`src/rtl/dnn_mux_pkg.sv`:
```
// Shared constants and helpers for the DNN operand mux / demux pair.
package dnn_mux_pkg;

    localparam int DEF_BIT_WIDTH = 16;
    localparam int DEF_SEL_WIDTH = 1;

    // Bit offset of lane k inside a packed lane bus (lane 0 in the LSBs).
    function automatic int lane_offset(input int k, input int bit_width);
        return k * bit_width;
    endfunction

endpackage

```
`src/rtl/stream_demux_lane.sv`:
```
// Single-entry lane holding register: load wins over drain, holds while stalled.
module stream_demux_lane #(
    parameter int BIT_WIDTH = 16
) (
    input  logic                 i_clk,
    input  logic                 i_rst,
    input  logic                 i_load,
    input  logic [BIT_WIDTH-1:0] i_data,
    input  logic                 i_ready,
    output logic                 o_valid,
    output logic [BIT_WIDTH-1:0] o_data
);

    // Refill on the drain edge keeps valid high, so a lane can stream 1 word/cycle.
    always_ff @(posedge i_clk or posedge i_rst) begin
        if (i_rst) begin
            o_valid <= 1'b0;
            o_data  <= '0;
        end else if (i_load) begin
            o_valid <= 1'b1;
            o_data  <= i_data;
        end else if (o_valid && i_ready) begin
            o_valid <= 1'b0;
        end
    end

endmodule

```
`src/rtl/stream_demux_n.sv`:
```
// Registered 1-to-N stream distributor with select or round-robin lane choice.
module stream_demux_n
    import dnn_mux_pkg::*;
#(
    parameter  int BIT_WIDTH   = DEF_BIT_WIDTH,
    parameter  int SEL_WIDTH   = DEF_SEL_WIDTH,
    localparam int NUM_OUTPUTS = 1 << SEL_WIDTH
) (
    input  logic                             i_clk,
    input  logic                             i_rst,
    input  logic [BIT_WIDTH-1:0]             i_data,
    input  logic                             i_valid,
    output logic                             o_ready,
    input  logic [SEL_WIDTH-1:0]             i_sel,
    input  logic                             i_rr_mode,
    output logic [NUM_OUTPUTS*BIT_WIDTH-1:0] o_outputs,
    output logic [NUM_OUTPUTS-1:0]           o_valid,
    input  logic [NUM_OUTPUTS-1:0]           i_ready,
    output logic [SEL_WIDTH-1:0]             o_rr_ptr
);

    logic [SEL_WIDTH-1:0]   tgt;
    logic                   accept;
    logic [NUM_OUTPUTS-1:0] load;

    // Target decode and upstream ready; the target lane may drain and refill on one edge.
    always_comb begin
        tgt     = i_rr_mode ? o_rr_ptr : i_sel;
        o_ready = !o_valid[tgt] || i_ready[tgt];
        accept  = i_valid && o_ready;
    end

    // Pointer only advances on accepted round-robin words, so a stall never skips a lane.
    always_ff @(posedge i_clk or posedge i_rst) begin
        if (i_rst)
            o_rr_ptr <= '0;
        else if (accept && i_rr_mode)
            o_rr_ptr <= o_rr_ptr + 1'b1;
    end

    for (genvar k = 0; k < NUM_OUTPUTS; k++) begin : g_lane
        localparam logic [SEL_WIDTH-1:0] LANE = SEL_WIDTH'(k);

        assign load[k] = accept && (tgt == LANE);

        stream_demux_lane #(.BIT_WIDTH(BIT_WIDTH)) u_lane (
            .i_clk   (i_clk),
            .i_rst   (i_rst),
            .i_load  (load[k]),
            .i_data  (i_data),
            .i_ready (i_ready[k]),
            .o_valid (o_valid[k]),
            .o_data  (o_outputs[lane_offset(k, BIT_WIDTH) +: BIT_WIDTH])
        );
    end

endmodule
```
`config.mk`:
```
export PLATFORM = sky130hd
export DESIGN_NAME = stream_demux_n
export DESIGN_NICKNAME = d
export VERILOG_FILES = /design/src/rtl/dnn_mux_pkg.sv /design/src/rtl/stream_demux_lane.sv /design/src/rtl/stream_demux_n.sv
export SDC_FILE = /design/constraint.sdc
export NUM_CORES = 1
export LEC_CHECK = 0
export CORE_UTILIZATION = 42
export CTS_CLUSTER_SIZE = 10
export DETAILED_ROUTE_END_ITERATION = 8
export HOLD_SLACK_MARGIN = 0.03
export PLACE_DENSITY = 0.76
export SYNTH_ARGS = -nofsm -noshare
export SYNTH_HDL_FRONTEND = slang
export SYNTH_SLANG_ARGS = --single-unit
```
`constraint.sdc`:
```
create_clock -name i_clk -period 1.6 [get_ports i_clk]
set_input_delay 0.16 -clock i_clk [delete_from_list [all_inputs] [get_ports i_clk]]
set_output_delay 0.16 -clock i_clk [all_outputs]
set_load 0.005 [all_outputs]
```
==> qor.txt <==
status = complete, no violations
synthesis warning total = 0
die area = 0.00367 sq mm
TritonCTS buffer count = 5
gr usage total = 0.197
fin. max-slew vios = 0
initial antenna violation count = 0
Avg WL per Cell = 15.4 microns
clk buf depth = 2
met1 Use GR = 0.225
Non-Filler Instances = 202
placed insts = 189
Worst-path clk slew = 0.11 ns
Startpoint Class = register
Worst Hold Class = in2async
share of post-route cells with drive strength above 1 = 0.373
htree depth = 2
# IOs = 59
GP Congestion = 0.740
residual DRC count = 0
final net count = 180
mapped cell area = 0.00144 sq mm
DR iter-0 viols = 20
vias in the first global route = 1025
final wirelength = 3120 microns
DP HPWL = 2260 microns
post-layout min period = 1.60 ns
final instance area = 0.00232 sq mm
Crit Path Max Fanout = 2
Crit Path Category = reg2out
TritonCTS Sinks = 35
Pre-Repair DR Iteration Count = 3
synth-to-layout area growth = 60.7%
Post-Syn Instances = 82
Clock Tree Root = clkbuf_4
Slew @ Worst Pin = 0.440 ns
first-pass GRT wire length = 4960 microns
routing usage on met2 = 0.333
syn avg cell area = 17.6 sq um
R2R Path End = g_lane[1].u_lane.o_data[0]
Routed Antenna Nets = 0
Register-to-Register Setup Slack = 0.06 ns
via count = 945
Seq/Total Area, Yosys = 0.607
Data required, critical path = 1.44 ns
Avg Vias per Cell = 4.68
pin count of the biggest net entering global routing = 36
CTS tree = done
Reg2Reg Depth = 6
synth unique cells = 13
Crit Reg-Reg Startpoint = o_rr_ptr
# setup viols final = 0
CP endpoint kind = output port
WP data arrival = 1.44 ns
# port buffers = 58
starting density of the core = 0.458
Setup Skew = 0.00527 ns
Leakage = 0.00106 uW
Worst slew margin = 0.706
die width = 60.6 microns
GR peak layer = met2
Power Density = 1490 mW/mm^2
ant diodes = 0
# hold bufs at CTS = 0
Fmax = 626 MHz
unrepaired setup endpoints after global routing = true
Synthesized Nets = 105
final hold violations = 0
remaining global-route overflow = 0
Max-Cap Viols = 0
area of placed instances = 0.00216 sq mm
Worst-Skew Late Latency = 0.32 ns
Die Y = 60.6 microns
core area = 0.00315 sq mm
most frequent cells in the layout = clkdlybuf4s50_1, dfrtp_1, mux2_4, mux2_2, buf_4
#FFs+latches synth = 35
GR met3 Demand/Resource = 0.0640
fin crit share = 0.999
most common cell after layout, fill and taps aside = clkdlybuf4s50_1
Rows = 20
peak supply drop = 0.956 mV
-- where the power goes --
group	switching (uW)	internal (uW)	leakage [uW]
sequential	164	1190	0.000410
clock	285	369	0.0000482
combinational	388	1050	0.000602
-- synthesized netlist by cell type (all sizes together) --
library cell / n / share of area
a31oi: 1 / 0.0043
a41oi: 1 / 0.0061
buf: 4 / 0.026
dfrtp: 35 / 0.61
inv: 1 / 0.0026
mux2: 33 / 0.30
mux2i: 1 / 0.0095
nand2: 2 / 0.0052
nand2b: 2 / 0.0087
nand3: 1 / 0.012
nand3b: 1 / 0.014
-- metrics by stage --
stage / hold WS [ns] / setup WS [ns] / total power, uW / util / setup TNS [ns]
after floorplan: 0.279 / 0.114 / 1900 / - / 0
after global placement: 0.487 / -0.276 / 2700 / 0.685 / -6.27
after detailed placement: 0.493 / -0.307 / 2760 / 0.685 / -7.90
after CTS: 0.215 / -0.00928 / 3490 / 0.735 / -0.00928
after global routing: 0.223 / -0.0670 / 3640 / 0.735 / -0.0670
final: 0.217 / 0.00136 / 3450 / 0.735 / 0
-- flip-flops by register name, summed over array words and instances, names as in the netlist --
name,cells
g_lane.u_lane.o_data,32
g_lane.u_lane.o_valid,2
o_rr_ptr,1
-- critical path: stages, from the launching register on --
cell	delay (ns)
dfrtp_1	0.40
mux2i_2	0.17
buf_4	0.14
mux2_4	0.29
buf_6	0.11
-- cell families after synthesis --
group	share of synthesized area
AO/OA/AOI/OAI	0.0104
buffers and inverters	0.0286
multiplexers	0.314
AND/OR/NAND/NOR	0.0399
flip-flops	0.607
-- final cells by class --
class | instances | area (sq um)
sequential | 35 | 876
fill | 227 | 835
timing repair buffer | 72 | 768
multi-input combinational | 42 | 529
tap | 44 | 55.1
clock buffer | 6 | 51.3
clock inverter | 2 | 35.0
inverter | 1 | 3.75
-- worst max path at each step --
stage / start / end / slack, ns / cells past startpoint
floorplan: o_rr_ptr / g_lane[1].u_lane.o_data[10] / 0.11 / 4
global placement: i_rr_mode / o_ready / -0.28 / 4
detailed placement: i_rr_mode / o_ready / -0.31 / 4
CTS: o_rr_ptr / o_ready / -0.009 / 4
global route: o_rr_ptr / o_ready / -0.07 / 4
finish: o_rr_ptr / o_ready / 0.001 / 4
-- repair_timing --
| action | CTS | global route |
|---|---|---|
| buffers inserted | 8 | 0 |
| gates cloned | 1 | 0 |
| endpoints found under the setup margin | 1 | 1 |
| pin swaps | 0 | 0 |
| gates resized for setup | 7 | 0 |
-- layer usage --
| metal | share of wire | wire (microns) |
|---|---|---|
| met5 | 0 | 0 |
| met4 | 0.015 | 47 |
| met3 | 0.042 | 132 |
| met2 | 0.51 | 1590 |
| met1 | 0.43 | 1350 |
Power figures use the tool's default switching activity.
